===== src/rtl/bram_1rw_pkg.sv =====
// Shared types and constants for the 1RW SRAM request front end.
package bram_1rw_pkg;

   typedef enum logic [0:0] {
      ST_INIT = 1'b0,
      ST_RUN  = 1'b1
   } state_t;

   localparam int RSP_FIFO_DEPTH = 2;

endpackage


===== src/rtl/bram_rsp_fifo.sv =====
// Two-entry in-order read-response buffer; push and pop may coincide at any occupancy.
module bram_rsp_fifo
   import bram_1rw_pkg::*;
#(
   parameter int DATA_WIDTH = 1
) (
   input  logic                  clk,
   input  logic                  rst,
   input  logic                  push,
   input  logic [DATA_WIDTH-1:0] push_data,
   input  logic                  pop,
   output logic [DATA_WIDTH-1:0] head_data,
   output logic [1:0]            count
);

   logic [DATA_WIDTH-1:0] store [RSP_FIFO_DEPTH];
   logic                  wr_ptr;
   logic                  rd_ptr;

   // When full, the slot being pushed is the one being popped this cycle.
   always_ff @(posedge clk or posedge rst) begin
      if (rst) begin
         for (int i = 0; i < RSP_FIFO_DEPTH; i++) begin
            store[i] <= '0;
         end
         wr_ptr <= 1'b0;
         rd_ptr <= 1'b0;
         count  <= 2'd0;
      end else begin
         if (push) begin
            store[wr_ptr] <= push_data;
            wr_ptr        <= ~wr_ptr;
         end
         if (pop) begin
            rd_ptr <= ~rd_ptr;
         end
         count <= count + 2'(push) - 2'(pop);
      end
   end

   assign head_data = store[rd_ptr];

endmodule


===== src/rtl/bram_1rw_req_ctrl.sv =====
// Valid/ready request front end for the 1RW SRAM wrapper: optional zero-fill sweep,
// one-cycle read tracking and a 2-entry response buffer.
module bram_1rw_req_ctrl
   import bram_1rw_pkg::*;
#(
   parameter int DEPTH         = 1,
   parameter int ADDR_WIDTH    = 1,
   parameter int DATA_WIDTH    = 1,
   parameter int BITMASK_WIDTH = 1,
   parameter int INIT_ZERO     = 1
) (
   input  logic                     MEMCLK,
   input  logic                     RESET,
   input  logic                     req_valid,
   output logic                     req_ready,
   input  logic                     req_we,
   input  logic [ADDR_WIDTH-1:0]    req_addr,
   input  logic [BITMASK_WIDTH-1:0] req_wmask,
   input  logic [DATA_WIDTH-1:0]    req_wdata,
   output logic                     rsp_valid,
   input  logic                     rsp_ready,
   output logic [DATA_WIDTH-1:0]    rsp_rdata,
   output logic                     init_done,
   output logic                     mem_ce,
   output logic                     mem_rdwen,
   output logic [ADDR_WIDTH-1:0]    mem_a,
   output logic [BITMASK_WIDTH-1:0] mem_bw,
   output logic [DATA_WIDTH-1:0]    mem_din,
   input  logic [DATA_WIDTH-1:0]    mem_dout
);

   // Handshake: a request transfers on a rising MEMCLK edge where req_valid & req_ready;
   // a response transfers where rsp_valid & rsp_ready. Neither side may retract
   // expectations on the other, and req_ready may depend on rsp_ready and req_we.

   state_t                  state;
   state_t                  state_nxt;
   logic [ADDR_WIDTH-1:0]   init_cnt;
   logic                    last_addr;
   logic                    inflight;
   logic [1:0]              fifo_count;
   logic                    rsp_pop;
   logic                    read_room;
   logic                    accept;
   logic                    read_accept;

   assign last_addr = (init_cnt == ADDR_WIDTH'(DEPTH - 1));

   always_ff @(posedge MEMCLK or posedge RESET) begin
      if (RESET) begin
         state <= ST_INIT;
      end else begin
         state <= state_nxt;
      end
   end

   always_ff @(posedge MEMCLK or posedge RESET) begin
      if (RESET) begin
         init_cnt <= '0;
      end else if (INIT_ZERO != 0 && state == ST_INIT && !last_addr) begin
         init_cnt <= init_cnt + 1'b1;
      end
   end

   // The macro returns data one cycle after a read issue; that is the only cycle
   // mem_dout is captured.
   always_ff @(posedge MEMCLK or posedge RESET) begin
      if (RESET) begin
         inflight <= 1'b0;
      end else begin
         inflight <= read_accept;
      end
   end

   bram_rsp_fifo #(
      .DATA_WIDTH (DATA_WIDTH)
   ) u_rsp_fifo (
      .clk       (MEMCLK),
      .rst       (RESET),
      .push      (inflight),
      .push_data (mem_dout),
      .pop       (rsp_pop),
      .head_data (rsp_rdata),
      .count     (fifo_count)
   );

   assign rsp_valid = (fifo_count != 2'd0);
   assign rsp_pop   = rsp_valid & rsp_ready;
   assign init_done = (state == ST_RUN);

   // A read needs a slot for itself once the buffered and in-flight data are counted.
   assign read_room   = (3'(fifo_count) + 3'(inflight) - 3'(rsp_pop)) < 3'(RSP_FIFO_DEPTH);
   assign req_ready   = (state == ST_RUN) & (req_we | read_room);
   assign accept      = req_valid & req_ready;
   assign read_accept = accept & ~req_we;

   always_comb begin
      state_nxt = state;
      mem_ce    = 1'b0;
      mem_rdwen = 1'b1;
      mem_a     = '0;
      mem_bw    = '0;
      mem_din   = '0;
      unique case (state)
         ST_INIT: begin
            if (INIT_ZERO == 0 || last_addr) begin
               state_nxt = ST_RUN;
            end
            if (INIT_ZERO != 0) begin
               mem_ce    = 1'b1;
               mem_rdwen = 1'b0;
               mem_a     = init_cnt;
               mem_bw    = '1;
            end
         end
         ST_RUN: begin
            mem_ce    = accept;
            mem_rdwen = ~(accept & req_we);
            mem_a     = req_addr;
            mem_bw    = req_wmask;
            mem_din   = req_wdata;
         end
         default: state_nxt = ST_INIT;
      endcase
      // Pins idle the moment reset asserts, without waiting for a clock edge.
      if (RESET) begin
         state_nxt = ST_INIT;
         mem_ce    = 1'b0;
         mem_rdwen = 1'b1;
         mem_a     = '0;
         mem_bw    = '0;
         mem_din   = '0;
      end
   end

endmodule


===== config.mk =====
export PLATFORM = sky130hd
export DESIGN_NAME = bram_1rw_req_ctrl
export DESIGN_NICKNAME = d
export VERILOG_FILES = /design/src/rtl/bram_1rw_pkg.sv /design/src/rtl/bram_rsp_fifo.sv /design/src/rtl/bram_1rw_req_ctrl.sv
export SDC_FILE = /design/constraint.sdc
export NUM_CORES = 1
export LEC_CHECK = 0
export CAP_MARGIN = 40
export CORE_AREA = 2 2 39 41
export CTS_BUF_LIST = sky130_fd_sc_hd__clkbuf_16
export CTS_CLUSTER_DIAMETER = 40
export CTS_CLUSTER_SIZE = 10
export DETAILED_ROUTE_END_ITERATION = 8
export DIE_AREA = 0 0 41 43
export DONT_BUFFER_PORTS = 1
export GPL_TIMING_DRIVEN = 0
export MAX_ROUTING_LAYER = met4
export PLACE_DENSITY_LB_ADDON = 0.05
export SLEW_MARGIN = 20
export SYNTH_ARGS = -nofsm -noshare
export SYNTH_HDL_FRONTEND = slang
export SYNTH_SLANG_ARGS = --single-unit

===== constraint.sdc =====
create_clock -name MEMCLK -period 3.6 [get_ports MEMCLK]
set_input_delay 0.9 -clock MEMCLK [delete_from_list [all_inputs] [get_ports MEMCLK]]
set_output_delay 0.9 -clock MEMCLK [all_outputs]
set_load 0.02 [all_outputs]

Word-level counts from Yosys, hierarchy flattened

Index checks and enable logic that the tools add are counted.

Bits in writable memories: 0
Bits in latches: 0
Memories: 0
Word-level logic and storage cells: 52
Bits in read-only memories: 0
Input port bits: 9
Register bits: 9

Shift-type cells: 0
Add/subtract/negate cells: 5
$lt $le $gt $ge: 4
Bitwise gates (word level): 13
Multiply operators: 0
Equal/unequal tests: 0
Div/mod/pow operators: 0
Reductions and logical operators: 3
Mux-type cells: 19

Operators with widths:

| operator                                                             | count |
|---|---|
| 1-bit 2-to-1 mux                                                     | 13 |
| 1-bit case mux with 2 select lines                                   | 4 |
| 1-bit AND                                                            | 5 |
| 1-bit inverter                                                       | 5 |
| 2-bit greater-or-equal comparator, second input constant             | 2 |
| 1-bit inverter with 2-bit output                                     | 2 |
| 2-bit by 1-bit adder with 3-bit output                               | 1 |
| 3-bit by 2-bit < comparator with 1-bit output, second input constant | 1 |
| 3-bit by 1-bit subtractor with 3-bit output                          | 1 |
| 2-bit by 1-bit adder with 2-bit output                               | 1 |
| 2-bit bitwise mux                                                    | 1 |
| 1-bit logical AND                                                    | 2 |
| 2-bit by 1-bit < comparator with 1-bit output, second input constant | 1 |
| 2-bit nonzero test                                                   | 1 |
| 2-bit by 1-bit subtractor with 2-bit output                          | 1 |
| 1-bit adder, second input constant                                   | 1 |
| 1-bit demux with 1-bit select                                        | 1 |
| 1-bit OR                                                             | 1 |

Logic depth before layout (Yosys ltp)

Depth after elaboration: 11
Depth in mapped cells: 8

Hierarchy

From an unflattened synthesis, not the netlist that was laid out.

Cell total of the unflattened synthesis: 48
Area total of the unflattened synthesis: 511.7 um^2

Modules (own cells, without submodules):

| module            | area an instance (um^2) | cells an instance | times used | sequential area each (um^2) |
|---|---|---|---|---|
| bram_rsp_fifo     | 269.0                   | 20                | 1          | 150.1 |
| bram_1rw_req_ctrl | 242.7                   | 28                | 1          | 75.1 |

Worst setup path before layout

OpenSTA, ideal clock, no wires.

Path type: input to output
Start: input port rsp_ready
End: output port req_ready
Arrival: 2.476 ns
Stages: 8
Path slack: 0.224 ns
Buffers on the path: 0
Cell sequence: o21a_1 > ha_1 > inv_1 > ha_1 > inv_1 > fa_1 > inv_1 > o31ai_2

Word-level cells in the longest chain between the ends: 5

RTL lines:

| item                                          | RTL line                | text |
|---|---|---|
| from (decl)                                   | bram_1rw_req_ctrl.sv:21 | `input logic rsp_ready,` |
| 1-bit AND                                     | bram_1rw_req_ctrl.sv:88 | `assign rsp_pop = rsp_valid & rsp_ready;` |
| 3-bit by 1-bit subtractor with 3-bit output   | bram_1rw_req_ctrl.sv:92 | `assign read_room = (3'(fifo_count) + 3'(inflight) - 3'(rsp_pop)) < 3'(RSP_FIFO_DEPTH);` |
| 3-bit by 2-bit < comparator with 1-bit output | bram_1rw_req_ctrl.sv:92 |  |
| 1-bit OR                                      | bram_1rw_req_ctrl.sv:93 | `assign req_ready = (state == ST_RUN) & (req_we \| read_room);` |
| 1-bit AND                                     | bram_1rw_req_ctrl.sv:93 |  |
| to (decl)                                     | bram_1rw_req_ctrl.sv:15 | `output logic req_ready,` |

No other way between the ends.

Final worst setup path

Same ends and word-level chain as after synthesis.

==> impl_metrics.json <==
{
  "status": "completed",
  "synth_seq_cells": 9,
  "cts.htree.levels": 1,
  "mostFrequentLayoutCells": "dfrtp_1 (9), inv_1 (6), nand2_1 (3), clkbuf_16 (3)",
  "dr_wl_met2_um": 427,
  "finalNetCount": 59,
  "ant_nets": 0,
  "fin_ws_ns": 0.111,
  "timing_hold_violations_final": 0,
  "async_reset_ff_share_pct": 100,
  "netlist_top_cells_area": "dfrtp_1 (46%), ha_1 (5.1%), fa_1 (4.1%), inv_1 (3.8%), xor2_1 (3.6%)",
  "yosys_most_used_dff": "dfrtp_1",
  "tns_ns": 0,
  "drive_above_1_share_pct": 28.3,
  "io-pin-count": 18,
  "cp_max_fo": 3,
  "dieHeight_um": 43,
  "cpPeakStageDelay_ns": 0.52,
  "wl_met3_um": 81,
  "postLayoutCoreUtil_pct": 42.8,
  "syn_area_per_cell_um2": 11.7,
  "wl_met1_um": 336,
  "drc": 0,
  "firstDrtPassIters": 2,
  "cts_hold_buf": 0,
  "synth_top_area_cell": "dfrtp_1",
  "dpl_worst_slack_ns": 0.125,
  "finalPower_mw": 0.550,
  "end_kind": "output pin",
  "crit_chain": "o21a_1, ha_1, inv_1, ha_1, inv_1, fa_1, inv_1, o31ai_2",
  "numPortBuffers": 0,
  "synth_xor_area_share_pct": 6.85,
  "numCtsBuffers": 3,
  "required_ns": 2.70,
  "hold_class": "reg2reg",
  "clock_latency_ns": 0.23,
  "synth_top_family_by_area": "simple AND/OR/NAND/NOR gates",
  "grt_usage_pct": 12.6,
  "worstSetupStartpointType": "input pin",
  "fmax_ghz": 0.287,
  "root_buffer": "clkbuf_16",
  "grt_max_degree": 12,
  "yosysWarnings": 0,
  "fin_skew_ns": 0.00279,
  "synth-edff-count": 0,
  "setup_viol": 0,
  "place_congestion": 0.631,
  "critPathMostFrequentCell": "inv_1",
  "cts_tree": "yes",
  "gr-total-overflow": 0,
  "synthAdderAreaFrac_pct": 9.14,
  "syn_to_final_growth_pct": 20.1,
  "slew_headroom_pct": 68.7,
  "dieArea_um2": 1760,
  "clk_path_buf_depth": 2,
  "cts_resized": 0,
  "die_w_um": 41,
  "worst_slew_pin_slew_ns": 0.467,
  "ir_worst_vdd_mv": 0.425,
  "synth_cell_types": 25,
  "rsz0062_at_grt": "no",
  "ys_seq_area_share_pct": 45.7,
  "powerDensity_nw_per_um2": 930,
  "layout_min_cycle_time_ns": 3.49,
  "synth_mux_area_share_pct": 9.64,
  "critPathKind": "in2out",
  "wl_per_cell_um": 13.6,
  "vias": 307,
  "netlist_instances": 42,
  "top_layer": "met3",
  "antenna_found_initial": 0,
  "critPathSlowestCell": "fa_1",
  "clkSlewWorstSetupHoldPaths_ns": 0.04,
  "routed_wl_um": 845,
  "grt_pass1_vias": 311,
  "crit_arrival_ns": 2.59,
  "synth_top_area_share_pct": 45.7,
  "initial_core_util_pct": 35.6,
  "diodes": 0,
  "grt_first_pass_wirelength_mm": 1.34,
  "synth_compound_area_share_pct": 10.2,
  "slew_viol_final": 0,
  "cts_setup_buffers": 0,
  "p_leak_nw": 0.279,
  "holdWs_ns": 0.463,
  "synthSimpleGateAreaFrac_pct": 14.0,
  "drt_iter0_drc": 4,
  "cts_sinks": 9,
  "viasPerCell": 4.95,
  "mostFrequentLayoutCell": "dfrtp_1",
  "fin_crit_sh_pct": 96.9,
  "coreArea_um2": 1380,
  "netlist_area_um2": 493,
  "cap_violations": 0,
  "place_hpwl_um": 662,
  "rows": 14,
  "synth_nets": 54
}
worst max-delay path, delay by kind of cell:
family	cells	cell delay [ns]
adders and majority gates	3	0.92
AOI/OAI and AO/OA	2	0.58
buffers and inverters	3	0.19
logic make-up after synthesis:
| logic type | after synthesis |
|---|---|
| mux | 4 |
| compound gates | 6 |
| xor+xnor | 3 |
| fa+ha+maj | 3 |
| buf+inv | 6 |
| flops | 9 |
| simple gates | 11 |
registers in the layout (all words and copies together), names as in the netlist:
| signal | count |
|---|---|
| inflight | 1 |
| init_cnt | 1 |
| init_done | 1 |
| u_rsp_fifo.count | 2 |
| u_rsp_fifo.rd_ptr | 1 |
| u_rsp_fifo.store | 2 |
| u_rsp_fifo.wr_ptr | 1 |
area by class of cell:
cell class / count / area (um^2)
clock buffers: 3 / 75.1
clock inverters: 1 / 3.75
fillers: 141 / 792
inverters: 6 / 22.5
multi-input cells: 27 / 245
flip-flops and latches: 9 / 225
well taps: 16 / 20.0
Yosys cell counts, types with 2 or more instances:
master / instances
dfrtp_1: 9
inv_1: 5
nand2_1: 3
ha_1: 2
o21a_1: 2
xor2_1: 2
worst paths after layout:
path	start	end	slack, ns	depth (start not counted)
setup / recovery	rsp_ready	req_ready	0.11	8
hold / removal	init_cnt	init_done	0.46	1
setup reg to reg	u_rsp_fifo.count[1]	inflight	1.48	8
hold reg to reg	init_cnt	init_done	0.46	1
max in group asynchronous	RESET	u_rsp_fifo.store[0]	2.80	1
min in group asynchronous	RESET	u_rsp_fifo.rd_ptr	0.53	1
power breakdown:
group | switching, mW | internal (mW) | total, mW
Clock | 0.0478 | 0.145 | 0.193
Sequential | 0.0332 | 0.140 | 0.173
Combinational | 0.110 | 0.0748 | 0.185
stage by stage:
step	cell area (um^2)	cells
after floorplan	493	42
after global placement	513	58
after detailed placement	513	58
after CTS	592	62
after global routing	592	62
final	592	62
layer usage:
metal / global-route usage [%] / vias to the layer above
met3: 4.19 / 0
met4: 10.0 / 0
met1: 15.0 / 147
met2: 16.6 / 15
met5: - / -
li1: - / 145
Power figures use the tool's default switching activity.
